### src/rtl/pid_sample_sequencer.sv
// pid_sample_sequencer: periodic sample scheduler for the HLS PID core.
// Latches sensors on each tick, runs one ap_ctrl_hs launch, captures duties.
//
// Ports:
//   HCLK, HRESETn              clock, synchronous active-low reset
//   enable_i, period_i         run enable, sample period minus 1
//   din0_i, din1_i             sensor samples
//   ap_start_o, ap_ready_i,
//   ap_done_i                  PID core ap_ctrl_hs handshake
//   pid_din0_o, pid_din1_o     latched samples to the core
//   pid_dout0_i, pid_dout1_i   core results
//   duty0_o, duty1_o           captured duties
//   duty_valid_o               1-cycle strobe, duties updated
//   overrun_o, timeout_o       sticky fault flags
//   fault_clr_i                clears both fault flags
//   sample_cnt_o               completed samples, wraps
module pid_sample_sequencer #(
    parameter int DW       = 25,
    parameter int PERIOD_W = 16,
    parameter int TIMEOUT  = 1024,
    parameter int CNT_W    = 16
) (
    input  logic                HCLK,
    input  logic                HRESETn,
    input  logic                enable_i,
    input  logic [PERIOD_W-1:0] period_i,
    input  logic [DW-1:0]       din0_i,
    input  logic [DW-1:0]       din1_i,
    output logic                ap_start_o,
    input  logic                ap_ready_i,
    input  logic                ap_done_i,
    output logic [DW-1:0]       pid_din0_o,
    output logic [DW-1:0]       pid_din1_o,
    input  logic [DW-1:0]       pid_dout0_i,
    input  logic [DW-1:0]       pid_dout1_i,
    output logic [DW-1:0]       duty0_o,
    output logic [DW-1:0]       duty1_o,
    output logic                duty_valid_o,
    output logic                overrun_o,
    output logic                timeout_o,
    input  logic                fault_clr_i,
    output logic [CNT_W-1:0]    sample_cnt_o
);

    localparam int WD_W = $clog2(TIMEOUT + 1);
    localparam logic [WD_W-1:0] WD_LAST = WD_W'(TIMEOUT - 1);

    typedef enum logic [1:0] {
        IDLE,
        ARMED,
        LAUNCH,
        WAIT_DONE
    } state_t;

    state_t              state_q;
    state_t              state_d;
    logic [PERIOD_W-1:0] tick_cnt_q;
    logic [WD_W-1:0]     wd_q;
    logic                tick;
    logic                busy;
    logic                capture;
    logic                launch;
    logic                expire;
    logic                overrun_set;

    // >= rather than == so a lowered period takes effect at once.
    assign tick = enable_i && (tick_cnt_q >= period_i);
    assign busy = (state_q == LAUNCH) || (state_q == WAIT_DONE);

    assign ap_start_o = (state_q == LAUNCH);

    // A tick coinciding with the capturing done is a back-to-back
    // relaunch, not a dropped sample.
    assign overrun_set = tick && busy && !capture;

    always_ff @(posedge HCLK) begin
        if (!HRESETn) begin
            tick_cnt_q <= '0;
        end else if (!enable_i || tick) begin
            tick_cnt_q <= '0;
        end else begin
            tick_cnt_q <= tick_cnt_q + PERIOD_W'(1);
        end
    end

    always_comb begin
        state_d = state_q;
        capture = 1'b0;
        launch  = 1'b0;
        expire  = 1'b0;
        unique case (state_q)
            IDLE: begin
                if (enable_i) state_d = ARMED;
            end
            ARMED: begin
                if (!enable_i) begin
                    state_d = IDLE;
                end else if (tick) begin
                    state_d = LAUNCH;
                    launch  = 1'b1;
                end
            end
            LAUNCH, WAIT_DONE: begin
                // In LAUNCH a done only counts alongside ready.
                if (ap_done_i && (ap_ready_i || state_q == WAIT_DONE)) begin
                    capture = 1'b1;
                    if (tick) begin
                        state_d = LAUNCH;
                        launch  = 1'b1;
                    end else if (enable_i) begin
                        state_d = ARMED;
                    end else begin
                        state_d = IDLE;
                    end
                end else if (wd_q == WD_LAST) begin
                    expire  = 1'b1;
                    state_d = ARMED;
                end else if (state_q == LAUNCH && ap_ready_i) begin
                    state_d = WAIT_DONE;
                end
            end
            default: state_d = IDLE;
        endcase
    end

    always_ff @(posedge HCLK) begin
        if (!HRESETn) begin
            state_q      <= IDLE;
            wd_q         <= '0;
            pid_din0_o   <= '0;
            pid_din1_o   <= '0;
            duty0_o      <= '0;
            duty1_o      <= '0;
            duty_valid_o <= 1'b0;
            overrun_o    <= 1'b0;
            timeout_o    <= 1'b0;
            sample_cnt_o <= '0;
        end else begin
            state_q      <= state_d;
            duty_valid_o <= capture;

            if (launch) begin
                wd_q <= '0;
            end else if (busy) begin
                wd_q <= wd_q + WD_W'(1);
            end else begin
                wd_q <= '0;
            end

            if (launch) begin
                pid_din0_o <= din0_i;
                pid_din1_o <= din1_i;
            end

            if (capture) begin
                duty0_o      <= pid_dout0_i;
                duty1_o      <= pid_dout1_i;
                sample_cnt_o <= sample_cnt_o + CNT_W'(1);
            end

            // Set events beat a simultaneous clear.
            if (overrun_set) begin
                overrun_o <= 1'b1;
            end else if (fault_clr_i) begin
                overrun_o <= 1'b0;
            end

            if (expire) begin
                timeout_o <= 1'b1;
            end else if (fault_clr_i) begin
                timeout_o <= 1'b0;
            end
        end
    end

endmodule

### config.mk
export PLATFORM = sky130hd
export DESIGN_NAME = pid_sample_sequencer
export DESIGN_NICKNAME = d
export VERILOG_FILES = /design/src/rtl/pid_sample_sequencer.sv
export SDC_FILE = /design/constraint.sdc
export NUM_CORES = 1
export LEC_CHECK = 0
export CAP_MARGIN = 30
export CORE_MARGIN = 2
export CORE_UTILIZATION = 42
export CTS_CLUSTER_DIAMETER = 50
export CTS_CLUSTER_SIZE = 40
export DETAILED_ROUTE_END_ITERATION = 8
export HOLD_SLACK_MARGIN = 0.1
export PLACE_DENSITY = 0.78
export SLEW_MARGIN = 20
export SYNTH_ARGS = -nofsm -noshare
export SYNTH_HDL_FRONTEND = slang
export SYNTH_SLANG_ARGS = --single-unit
### constraint.sdc
create_clock -name HCLK -period 3.75 [get_ports HCLK]
set_clock_uncertainty 0.1 [all_clocks]
set_input_delay 0.75 -clock HCLK [delete_from_list [all_inputs] [get_ports HCLK]]
set_output_delay 0.75 -clock HCLK [all_outputs]
set_load 0.02 [all_outputs]
==> metrics <==
TritonCTS clock tree built; CP endpoint kind register; Avg WL per Cell 13.6 µm; setup violators final 0; ANT nets after route 0; XOR/XNOR share of the synthesized area 5.00%; Worst Hold Class register to register; Die Ht 125 µm; maximum VDD drop 0.000302 V; Simple-Gate Fraction of Synth Area 22.3%; Rows between 40 and 50; non-filler instance count after layout between 1000 and 1500; PostCTS Resize Cnt 0; Placed Instances 1117; Worst EP arrival 3320 ps; initial antenna violation count 0; worst hold path endpoint duty1_o[8]; Synth Area in Adders 3.88%; initial core utilization 42.5%; min-delay src duty1_o[8]; mean post-synth cell area 8.56 µm²; # fillers between 1000 and 1500; WL final 15700 µm; overall routing resource usage 20.2%; Hold Buf Count CTS 0; Overflow after GRT 0; total power between 3 and 4 mW; pre-CTS setup slack 255 ps; vias 5558; Clk Latency, worst-skew pair between 400 and 500 ps; Slew Limit Headroom 48.2%; final worst setup slack 665 ps; Max Freq about 320 MHz; status complete, no violations; CTS H-tree depth 4; routed vias/inst 4.84; area delta synth->final 52.6%; Synth Flop Type dfxtp_1; ant diodes 0; input/output buffers 241; utilization after layout 64.9%; vias in the first global route 5286; dpl hpwl 10900 µm; R2R Path End pid_din1_o[21]; layout cell share with drive strength beyond 1 5.39%; CP max-delay cell or4b_4; largest net degree at the start of global routing 85; Worst Hold Depth 2; commonest non-fill, non-tap cell in the layout clkdlybuf4s50_1; P per Cell Area a little under 400 nW/µm²; compound-gate portion of the synthesized area under 10%; number of buffers added for setup after CTS 0; die area approximately 16000 µm²; Slowest Stage Delay on Critical Path around 520 ps; most frequent cells in the layout 240 x clkdlybuf4s50_1, 220 x nand2_1, 148 x dfxtp_1, 59 x a21oi_1, 50 x mux2i_1; largest family of logic cells by synthesized area simple AND/OR/NAND/NOR gates; initial drt markers 272; r2r startpoint tick_cnt_q[13]; placer congestion estimate 0.773; worst reg2reg path depth 7; syn_nets 857; max-slew violations 0; Die W ~120 µm; post-synthesis mux area share 8.16%; register bit count reported by yosys 148; synth warn 0; reg2reg setup slack 1130 ps; worst-path cell chain clkdlybuf4s50_1 -> inv_1 -> ha_1 -> nand4_1 -> nor3_2 -> or4b_4 -> a31oi_4 -> buf_12 -> mux2i_1; clock tree buffer depth 2; Syn Inst Count between 700 and 800; post-synthesis cell type count 39; TritonCTS buffer count 17; DRC 0; max cap viols 0; Area after DPL 8720 µm²; Final Critical Period 3090 ps; LEAKAGE 3.34 nW; I/O pins 242; sequential-to-total area share from yosys stat 48.3%; hold slack final approximately 350 ps; Pre-antenna DRT Iters 4; WS Path Type primary input to register; core area approximately 14000 µm²; Synth async-reset ratio 0%; number of nets in the layout around 1100; setup_tns 0 ps; final worst-path cycle share 82.3%; Cell Area, Synth 6130 µm²; post-route cell area between 9000 and 10000 µm²; EDFF count, synth 0; Sinks on Clock Net 148; Least-Margin Pin Slew 777 ps; Crit path required time 3980 ps; critical path launch point type primary input; clk root buf clkbuf_16; RSZ-0062 raised after global routing false; final hold vios 0; CP Max Fanout 17; first-pass GRT wire length around 26000 µm; Worst-path clk slew 60 ps
cells in the mapped netlist, types with 5 or more instances:
master | n | area (µm²)
nand2_1 | 220 | 826
dfxtp_1 | 148 | 2960
a21oi_1 | 59 | 295
mux2i_1 | 50 | 500
nor3_1 | 29 | 145
clkbuf_1 | 27 | 101
nor2_1 | 25 | 93.8
inv_1 | 24 | 90.1
xor2_1 | 20 | 175
ha_1 | 19 | 238
xnor2_1 | 15 | 131
nand3_1 | 13 | 65.1
nand4_1 | 10 | 62.6
and3_1 | 8 | 50.1
o21ai_0 | 7 | 35.0
buf_1 | 5 | 18.8
buf_12 | 5 | 100
area by class of cell:
| type | instances | area [µm²] | share of cell area, % |
|---|---|---|---|
| sequential | 148 | 2960 | 31.7 |
| clock inverter | 12 | 204 | 2.18 |
| timing repair buffer | 257 | 2580 | 27.6 |
| clock buffer | 19 | 433 | 4.63 |
| multi-input combinational | 504 | 2860 | 30.5 |
| tap | 184 | 230 | 2.46 |
| inverter | 24 | 90.1 | 0.963 |
metal layers:
metal	up-vias	routed length (µm)	share of wire, %	global-route usage (%)
met5	-	0	0	0
met4	0	206	1.3	4.97
met3	18	1370	8.7	8.46
met2	209	7080	45	32.3
met1	2498	7010	45	25.3
li1	2833	-	-	-
sequential cells by signal, indices dropped and copies added, names as in the netlist:
signal	cells
state_q	2
tick_cnt_q	16
sample_cnt_o	16
timeout_o	1
pid_din1_o	25
duty1_o	25
overrun_o	1
duty_valid_o	1
pid_din0_o	25
wd_q	11
duty0_o	25
how the worst max path moves through the flow:
stage / start / to / depth (start not counted)
global placement: period_i[13] / pid_din0_o[0] / 9
finish: period_i[15] / pid_din1_o[21] / 9
CTS: period_i[15] / pid_din1_o[21] / 9
detailed placement: period_i[15] / pid_din0_o[10] / 9
floorplan: period_i[13] / pid_din0_o[0] / 9
global route: period_i[15] / pid_din1_o[24] / 9
worst max-delay path, delay by kind of cell:
family / cells / cell delay [ps]
AO/OA/AOI/OAI: 1 / 410
adder cells (fa/ha/maj): 1 / 290
buffers and inverters: 3 / 730
multiplexers: 1 / 220
AND/OR/NAND/NOR: 3 / 910
cells by family after synthesis:
group | after synthesis
AO/OA/AOI/OAI | 78
XOR/XNOR | 35
adder cells (fa/ha/maj) | 19
buffers and inverters | 64
flip-flops | 148
multiplexers | 50
AND/OR/NAND/NOR | 322
report_power, final:
part	total (mW)	internal [mW]	switching, mW
clock network	1.84	1.18	0.659
logic	0.202	0.129	0.0732
registers	1.58	1.57	0.00199
total	3.62	2.89	0.734
Power figures use the tool's default switching activity.
